`config.mk`:
```
export PLATFORM = sky130hd
export DESIGN_NAME = mostrador_scan_ctrl
export DESIGN_NICKNAME = d
export VERILOG_FILES = /design/src/rtl/mostrador_pkg.sv /design/src/rtl/scan_timer.sv /design/src/rtl/mostrador_scan_ctrl.sv
export SDC_FILE = /design/constraint.sdc
export NUM_CORES = 1
export LEC_CHECK = 0
export ABC_AREA = 1
export CORE_ASPECT_RATIO = 0.6
export CORE_MARGIN = 2
export CORE_UTILIZATION = 50
export DETAILED_ROUTE_END_ITERATION = 6
export PLACE_DENSITY = 0.85
export REMOVE_ABC_BUFFERS = 1
export SLEW_MARGIN = 25
export SYNTH_ARGS = -nofsm -noshare
export SYNTH_HDL_FRONTEND = slang
export SYNTH_HIERARCHICAL = 1
export SYNTH_SLANG_ARGS = --single-unit
export TNS_END_PERCENT = 10
```
`constraint.sdc`:
```
create_clock -name CLK -period 2.3 [get_ports CLK]
set_input_delay 0.46 -clock CLK [delete_from_list [all_inputs] [get_ports CLK]]
set_output_delay 0.46 -clock CLK [all_outputs]
set_load 0.05 [all_outputs]
```
`src/rtl/mostrador_pkg.sv`:
```
// Shared constants and types for the 4-digit multiplexed 7-segment scanner.
package mostrador_pkg;
    localparam logic [6:0] SEG_BLANK = 7'h7F;
    localparam logic [3:0] DIG_OFF   = 4'hF;

    typedef enum logic {ST_BLANK, ST_DRIVE} scan_state_e;

    typedef logic [1:0] digit_idx_t;

    // Active-low one-hot digit select for the given index.
    function automatic logic [3:0] dig_sel(input digit_idx_t idx);
        return ~(4'b0001 << idx);
    endfunction
endpackage

```
`src/rtl/scan_timer.sv`:
```
// Slot counter, digit index and frame-start pulse for the display scanner.
module scan_timer
    import mostrador_pkg::*;
#(
    parameter logic [15:0] DIV = 16'd50000
) (
    input  logic        clk,
    input  logic        rst_n,
    output logic [15:0] cnt_o,
    output digit_idx_t  idx_o,
    output logic        frame_done_o
);
    logic [15:0] cnt_q, cnt_d;
    digit_idx_t  idx_q, idx_d;
    logic        started_q, started_d;
    logic        frame_done_q, frame_done_d;
    logic        wrap;

    always_comb begin
        wrap         = (cnt_q == DIV - 16'd1);
        cnt_d        = wrap ? 16'd0 : cnt_q + 16'd1;
        idx_d        = wrap ? idx_q + 2'd1 : idx_q;
        // The first frame after reset has no preceding frame to mark.
        started_d    = started_q | (wrap && idx_q == 2'd3);
        frame_done_d = (cnt_q == 16'd0) && (idx_q == 2'd0) && started_q;
    end

    always_ff @(posedge clk or negedge rst_n) begin
        if (!rst_n) begin
            cnt_q        <= 16'd0;
            idx_q        <= 2'd0;
            started_q    <= 1'b0;
            frame_done_q <= 1'b0;
        end else begin
            cnt_q        <= cnt_d;
            idx_q        <= idx_d;
            started_q    <= started_d;
            frame_done_q <= frame_done_d;
        end
    end

    assign cnt_o        = cnt_q;
    assign idx_o        = idx_q;
    assign frame_done_o = frame_done_q;
endmodule

```
`src/rtl/mostrador_scan_ctrl.sv`:
```
// 4-digit common-anode display scanner with per-slot blank interval.
// Optional blink support is compiled in with BLINK_MOSTRADOR_EN.
module mostrador_scan_ctrl
    import mostrador_pkg::*;
#(
    parameter logic [15:0] DIV          = 16'd50000,
    parameter logic [15:0] BLANK_CYC    = 16'd500,
    parameter logic [7:0]  BLINK_FRAMES = 8'd50
) (
    input  logic        CLK,
    input  logic        RST_N,
    input  logic [6:0]  PAT0,
    input  logic [6:0]  PAT1,
    input  logic [6:0]  PAT2,
    input  logic [6:0]  PAT3,
    input  logic [3:0]  DP_IN,
    input  logic [3:0]  DIG_EN,
`ifdef BLINK_MOSTRADOR_EN
    input  logic        BLINK,
`endif
    output logic [6:0]  SEGs,
    output logic        SEG_P,
    output logic        SEG_D1,
    output logic        SEG_D2,
    output logic        SEG_D3,
    output logic        SEG_D4,
    output logic        FRAME_DONE,
    output scan_state_e dbg_state
);
    logic [15:0] cnt;
    digit_idx_t  idx;
    logic        frame_done;

    scan_timer #(.DIV(DIV)) u_timer (
        .clk          (CLK),
        .rst_n        (RST_N),
        .cnt_o        (cnt),
        .idx_o        (idx),
        .frame_done_o (frame_done)
    );

    scan_state_e state_q, state_d;
    logic [6:0]  pat_q, pat_d;
    logic        dp_q, dp_d;
    logic        show_q, show_d;
    logic [6:0]  segs_q, segs_d;
    logic        segp_q, segp_d;
    logic [3:0]  dig_q, dig_d;
    logic [6:0]  pat_mux;
    logic        visible;

`ifdef BLINK_MOSTRADOR_EN
    logic       phase_q, phase_d;
    logic [7:0] frame_cnt_q, frame_cnt_d;

    always_comb begin
        phase_d     = phase_q;
        frame_cnt_d = frame_cnt_q;
        if (frame_done) begin
            if (!BLINK) begin
                phase_d     = 1'b1;
                frame_cnt_d = 8'd0;
            end else if (frame_cnt_q + 8'd1 == BLINK_FRAMES) begin
                phase_d     = ~phase_q;
                frame_cnt_d = 8'd0;
            end else begin
                frame_cnt_d = frame_cnt_q + 8'd1;
            end
        end
        visible = ~BLINK | phase_q;
    end

    always_ff @(posedge CLK or negedge RST_N) begin
        if (!RST_N) begin
            phase_q     <= 1'b1;
            frame_cnt_q <= 8'd0;
        end else begin
            phase_q     <= phase_d;
            frame_cnt_q <= frame_cnt_d;
        end
    end
`else
    assign visible = 1'b1;
`endif

    always_comb begin
        case (idx)
            2'd0:    pat_mux = PAT0;
            2'd1:    pat_mux = PAT1;
            2'd2:    pat_mux = PAT2;
            default: pat_mux = PAT3;
        endcase
    end

    always_comb begin
        state_d = state_q;
        pat_d   = pat_q;
        dp_d    = dp_q;
        show_d  = show_q;
        segs_d  = SEG_BLANK;
        segp_d  = 1'b1;
        dig_d   = DIG_OFF;
        case (state_q)
            ST_BLANK: begin
                // Inputs are sampled once per slot so a digit never tears.
                if (cnt == BLANK_CYC) begin
                    state_d = ST_DRIVE;
                    pat_d   = pat_mux;
                    dp_d    = DP_IN[idx];
                    show_d  = DIG_EN[idx] & visible;
                end
            end
            default: begin
                if (cnt == 16'd0) state_d = ST_BLANK;
            end
        endcase
        if (state_d == ST_DRIVE && show_d) begin
            segs_d = pat_d;
            segp_d = ~dp_d;
            dig_d  = dig_sel(idx);
        end
    end

    always_ff @(posedge CLK or negedge RST_N) begin
        if (!RST_N) begin
            state_q <= ST_BLANK;
            pat_q   <= SEG_BLANK;
            dp_q    <= 1'b0;
            show_q  <= 1'b0;
            segs_q  <= SEG_BLANK;
            segp_q  <= 1'b1;
            dig_q   <= DIG_OFF;
        end else begin
            state_q <= state_d;
            pat_q   <= pat_d;
            dp_q    <= dp_d;
            show_q  <= show_d;
            segs_q  <= segs_d;
            segp_q  <= segp_d;
            dig_q   <= dig_d;
        end
    end

    assign SEGs       = segs_q;
    assign SEG_P      = segp_q;
    assign SEG_D1     = dig_q[0];
    assign SEG_D2     = dig_q[1];
    assign SEG_D3     = dig_q[2];
    assign SEG_D4     = dig_q[3];
    assign FRAME_DONE = frame_done;
    assign dbg_state  = state_q;

    a_one_select: assert property (@(posedge CLK) disable iff (!RST_N)
        $countones(~dig_q) <= 1);
    a_params_legal: assert property (@(posedge CLK)
        (BLANK_CYC != 16'd0) && (DIV > BLANK_CYC) && (BLINK_FRAMES != 8'd0));
endmodule

```
==> results of run 1 <==
-- Yosys cell counts --
master,number
nand2_1,76
nand3_1,39
inv_1,38
nor2_1,25
dfrtp_1,23
dfstp_2,19
nand4_1,13
nor2_2,11
nand3_2,10
nand2_2,9
xor2_1,7
inv_2,6
nor2_4,6
ha_1,4
nand2_4,3
o21bai_1,3
buf_2,2
buf_6,2
inv_4,2
nand3_4,2
nor2_8,2
o21ai_1,2
a21oi_1,1
buf_12,1
buf_8,1
clkinv_2,1
nand3b_1,1
nor2b_1,1
nor3_1,1
nor3b_4,1
nor4_1,1
-- power by group --
| part | internal [W] | switching, W |
|---|---|---|
| logic | 0.0000608 | 0.0000291 |
| registers | 0.000740 | 0 |
| clock network | 0.000243 | 0.000266 |
-- how the worst max path moves through the flow --
stage / from / endpoint / depth (start not counted)
6_report: SEGs[5] / SEGs[5] / 1
5_1_grt: SEGs[5] / SEGs[5] / 1
4_1_cts: SEGs[5] / SEGs[5] / 1
3_5_place_dp: SEGs[5] / SEGs[5] / 1
3_3_place_gp: dig_q[1] / SEG_D2 / 1
2_1_floorplan: u_timer/idx_o[0] / SEGs[0] / 7
-- logic make-up (layout without fill, tap and decap cells) --
kind of cell	count (synthesis)	count (layout)
buf+inv	53	109
flops	42	42
simple gates	201	201
compound gates	6	6
xor+xnor	7	7
fa+ha+maj	4	4
-- state kept, by name, indices dropped and copies added (netlist names) --
| register | cells |
|---|---|
| show_q | 1 |
| dbg_state | 1 |
| SEGs | 7 |
| u_timer/cnt_o | 16 |
| u_timer/idx_o | 2 |
| dig_q | 4 |
| dp_q | 1 |
| SEG_P | 1 |
| u_timer/frame_done_o | 1 |
| pat_q | 7 |
| u_timer/started_q | 1 |
-- final cells by class --
| cell class | instances | area share, % |
|---|---|---|
| multi-input combinational | 218 | 38.80 |
| sequential | 42 | 33.36 |
| timing repair buffer | 54 | 16.78 |
| inverter | 47 | 5.670 |
| clock buffer | 7 | 2.680 |
| tap | 66 | 2.563 |
| clock inverter | 1 | 0.1553 |
-- metal layers --
layer | vias up | track usage, %
met3 | 7 | 5.189
met5 | - | 0
li1 | 1097 | -
met4 | 0 | 7.042
met2 | 86 | 33.33
met1 | 1065 | 34.00
-- per-stage QoR --
stage / cells / cell area, sq um / hold slack [ns] / power (W) / setup slack, ns
after CTS: 435 / 3222 / 0.1468 / 0.001338 / 0.2048
after global placement: 427 / 3131 / 0.4515 / 0.0008419 / 0.5496
after floorplan: 307 / 2507 / 0.1644 / 0.0007604 / 0.7382
after detailed placement: 427 / 3131 / 0.4628 / 0.0008435 / 0.5392
final: 435 / 3222 / 0.1281 / 0.001339 / 0.2089
after global routing: 435 / 3222 / 0.1614 / 0.001376 / 0.1861
==> impl_results.md, run 1 <==
- Status: complete, no violations
- Clock Latency Late Sink: 0.30 ns
- Layout cells sized above 1: ~22%
- Finished Core Util: between 60% and 70%
- CTS max path bufs: 2
- Reg2reg start: u_timer/cnt_o[2]
- Worst Hold Class: primary input to asynchronous set/reset pin
- Residual DRC count: 0
- Setup tns final: 0 ns
- WL met2: between 2000 and 3000 um
- FF/Latch Area: between 1000 and 1500 sq um
- 1st-iter DRT viols: 193
- Final setup violation count: 0
- Cell row count: 20
- Area occupied by multi-input gates: 1250 sq um
- Buffer and inverter count on the worst path: 1
- Nets: 410
- Crit path time final: 2.091 ns
- Highest routed layer: met4
- Multiplexer share of the synthesized area: 0%
- Adder-Cell Fraction of Synth Area: 1.944%
- Crit-path max FO: 1
- Rel. slew slack: a little under two thirds
- Chip height: 59.59 um
- Crit. End Element: output pin
- ANT nets after route: 0
- Simple-Gate Fraction of Synth Area: a little over two fifths
- Synth warn: 6
- Worst-path clk slew: about 0.09 ns
- Synthesized cell area: between 2000 and 3000 sq um
- Max Freq: between 0.4 and 0.5 GHz
- Worst vdd ir: around 0.00038 V
- Max cap viols: 0
- Largest family of logic cells by synthesized area: simple AND/OR/NAND/NOR gates
- Syn Area/Cell: approximately 8.2 sq um
- Die Width: slightly below 100 um
- XOR/XNOR Fraction of Synth Area: ~2.4%
- Die area: ~5800 sq um
- Routed WL: 6412 um
- First-pass DRT Iterations: 5
- Overall routing resource usage: a little under a quarter
- CP Data Required Time: 1.84 ns
- TritonCTS clock tree: built
- Avg WL per Cell: roughly 15 um
- Least-Margin Pin Slew: around 0.55 ns
- PwrDens: about 420 nW/um^2
- Core Region: around 5000 sq um
- Initial antenna violation count: 0
- RSZ-0062 raised after global routing: no
- Cts bufs inserted: 5
- CTS hold repair buffers: 0
- Wire length of the first global-routing pass: between 10000 and 15000 um
- Post-synthesis cell type count: 31
- R2R depth: 7
- Clock skew: about 0.011 ns
- Final Hold Vio Count: 0
- Top-Level Pins: 52
- Initial core utilization: 51.45%
- Clock Sinks: 42
- Metal3 WL: 442 um
- Top-area cell type share of the netlist area: 22.35%
- Max incr delay on CP: ~0.8 ns
- CP Class: flop to output pin
- Port buffer count: slightly above 50
- Post-cts gate resize count: 0
- Postcts setup bufs: 0
- Yosys reg bits: 42
- Register area share after synthesis: 41.74%
- Fillers: around 400
- Commonest cells after routing, fill and taps aside: nand2_1, clkdlybuf4s50_1, nand3_1
- Final worst-path cycle share: between 90% and 100%
- Post-Synthesis Cells: approximately 310
- LEAKAGE: approximately 1.5 nW
- P&R area growth vs syn: 25.12%
- Total gr overflow: 0
- CTS root buf: clkbuf_8
- R2R Path End: SEGs[0]
- Gpl congestion: about 0.88
- Crit start category: flop
- Reg2Reg Setup Slack: 0.64 ns
- H-tree levels: 2
- Vias post-DR: between 2000 and 2500
- CP arrival: roughly 1.6 ns
- Synth Area in Compound Gates: 1.458%
- Vias per inst: slightly above 5
- Slowest CP cell: clkdlybuf4s50_1
- Crit path cell chain: clkdlybuf4s50_1
- Slew Viols, Final: 0
- Largest net degree at the start of global routing: 23
- Commonest non-fill, non-tap cell in the layout: nand2_1
- N_diodes: 0
- Ranking of synthesized cells by area: dfrtp_1, dfstp_2, nand2_1
- Synth area leader: dfrtp_1
- Family with the most delay on the worst path: buffers and inverters
- WL met1: around 3100 um
- Vias in the first global route: around 2000
- Post-DP HPWL: 4918 um
(Power assumes the default switching activity.)
==> inputs of run 2 (changes only) <==
--- a/config.mk
+++ b/config.mk
@@ -6,6 +6,7 @@
 export NUM_CORES = 1
 export LEC_CHECK = 0
 export ABC_AREA = 1
+export CAP_MARGIN = 10
 export CORE_ASPECT_RATIO = 0.6
 export CORE_MARGIN = 2
 export CORE_UTILIZATION = 50
==> results of run 2 <==
No change in the layout: final DEF, timing and power equal those of run 1.
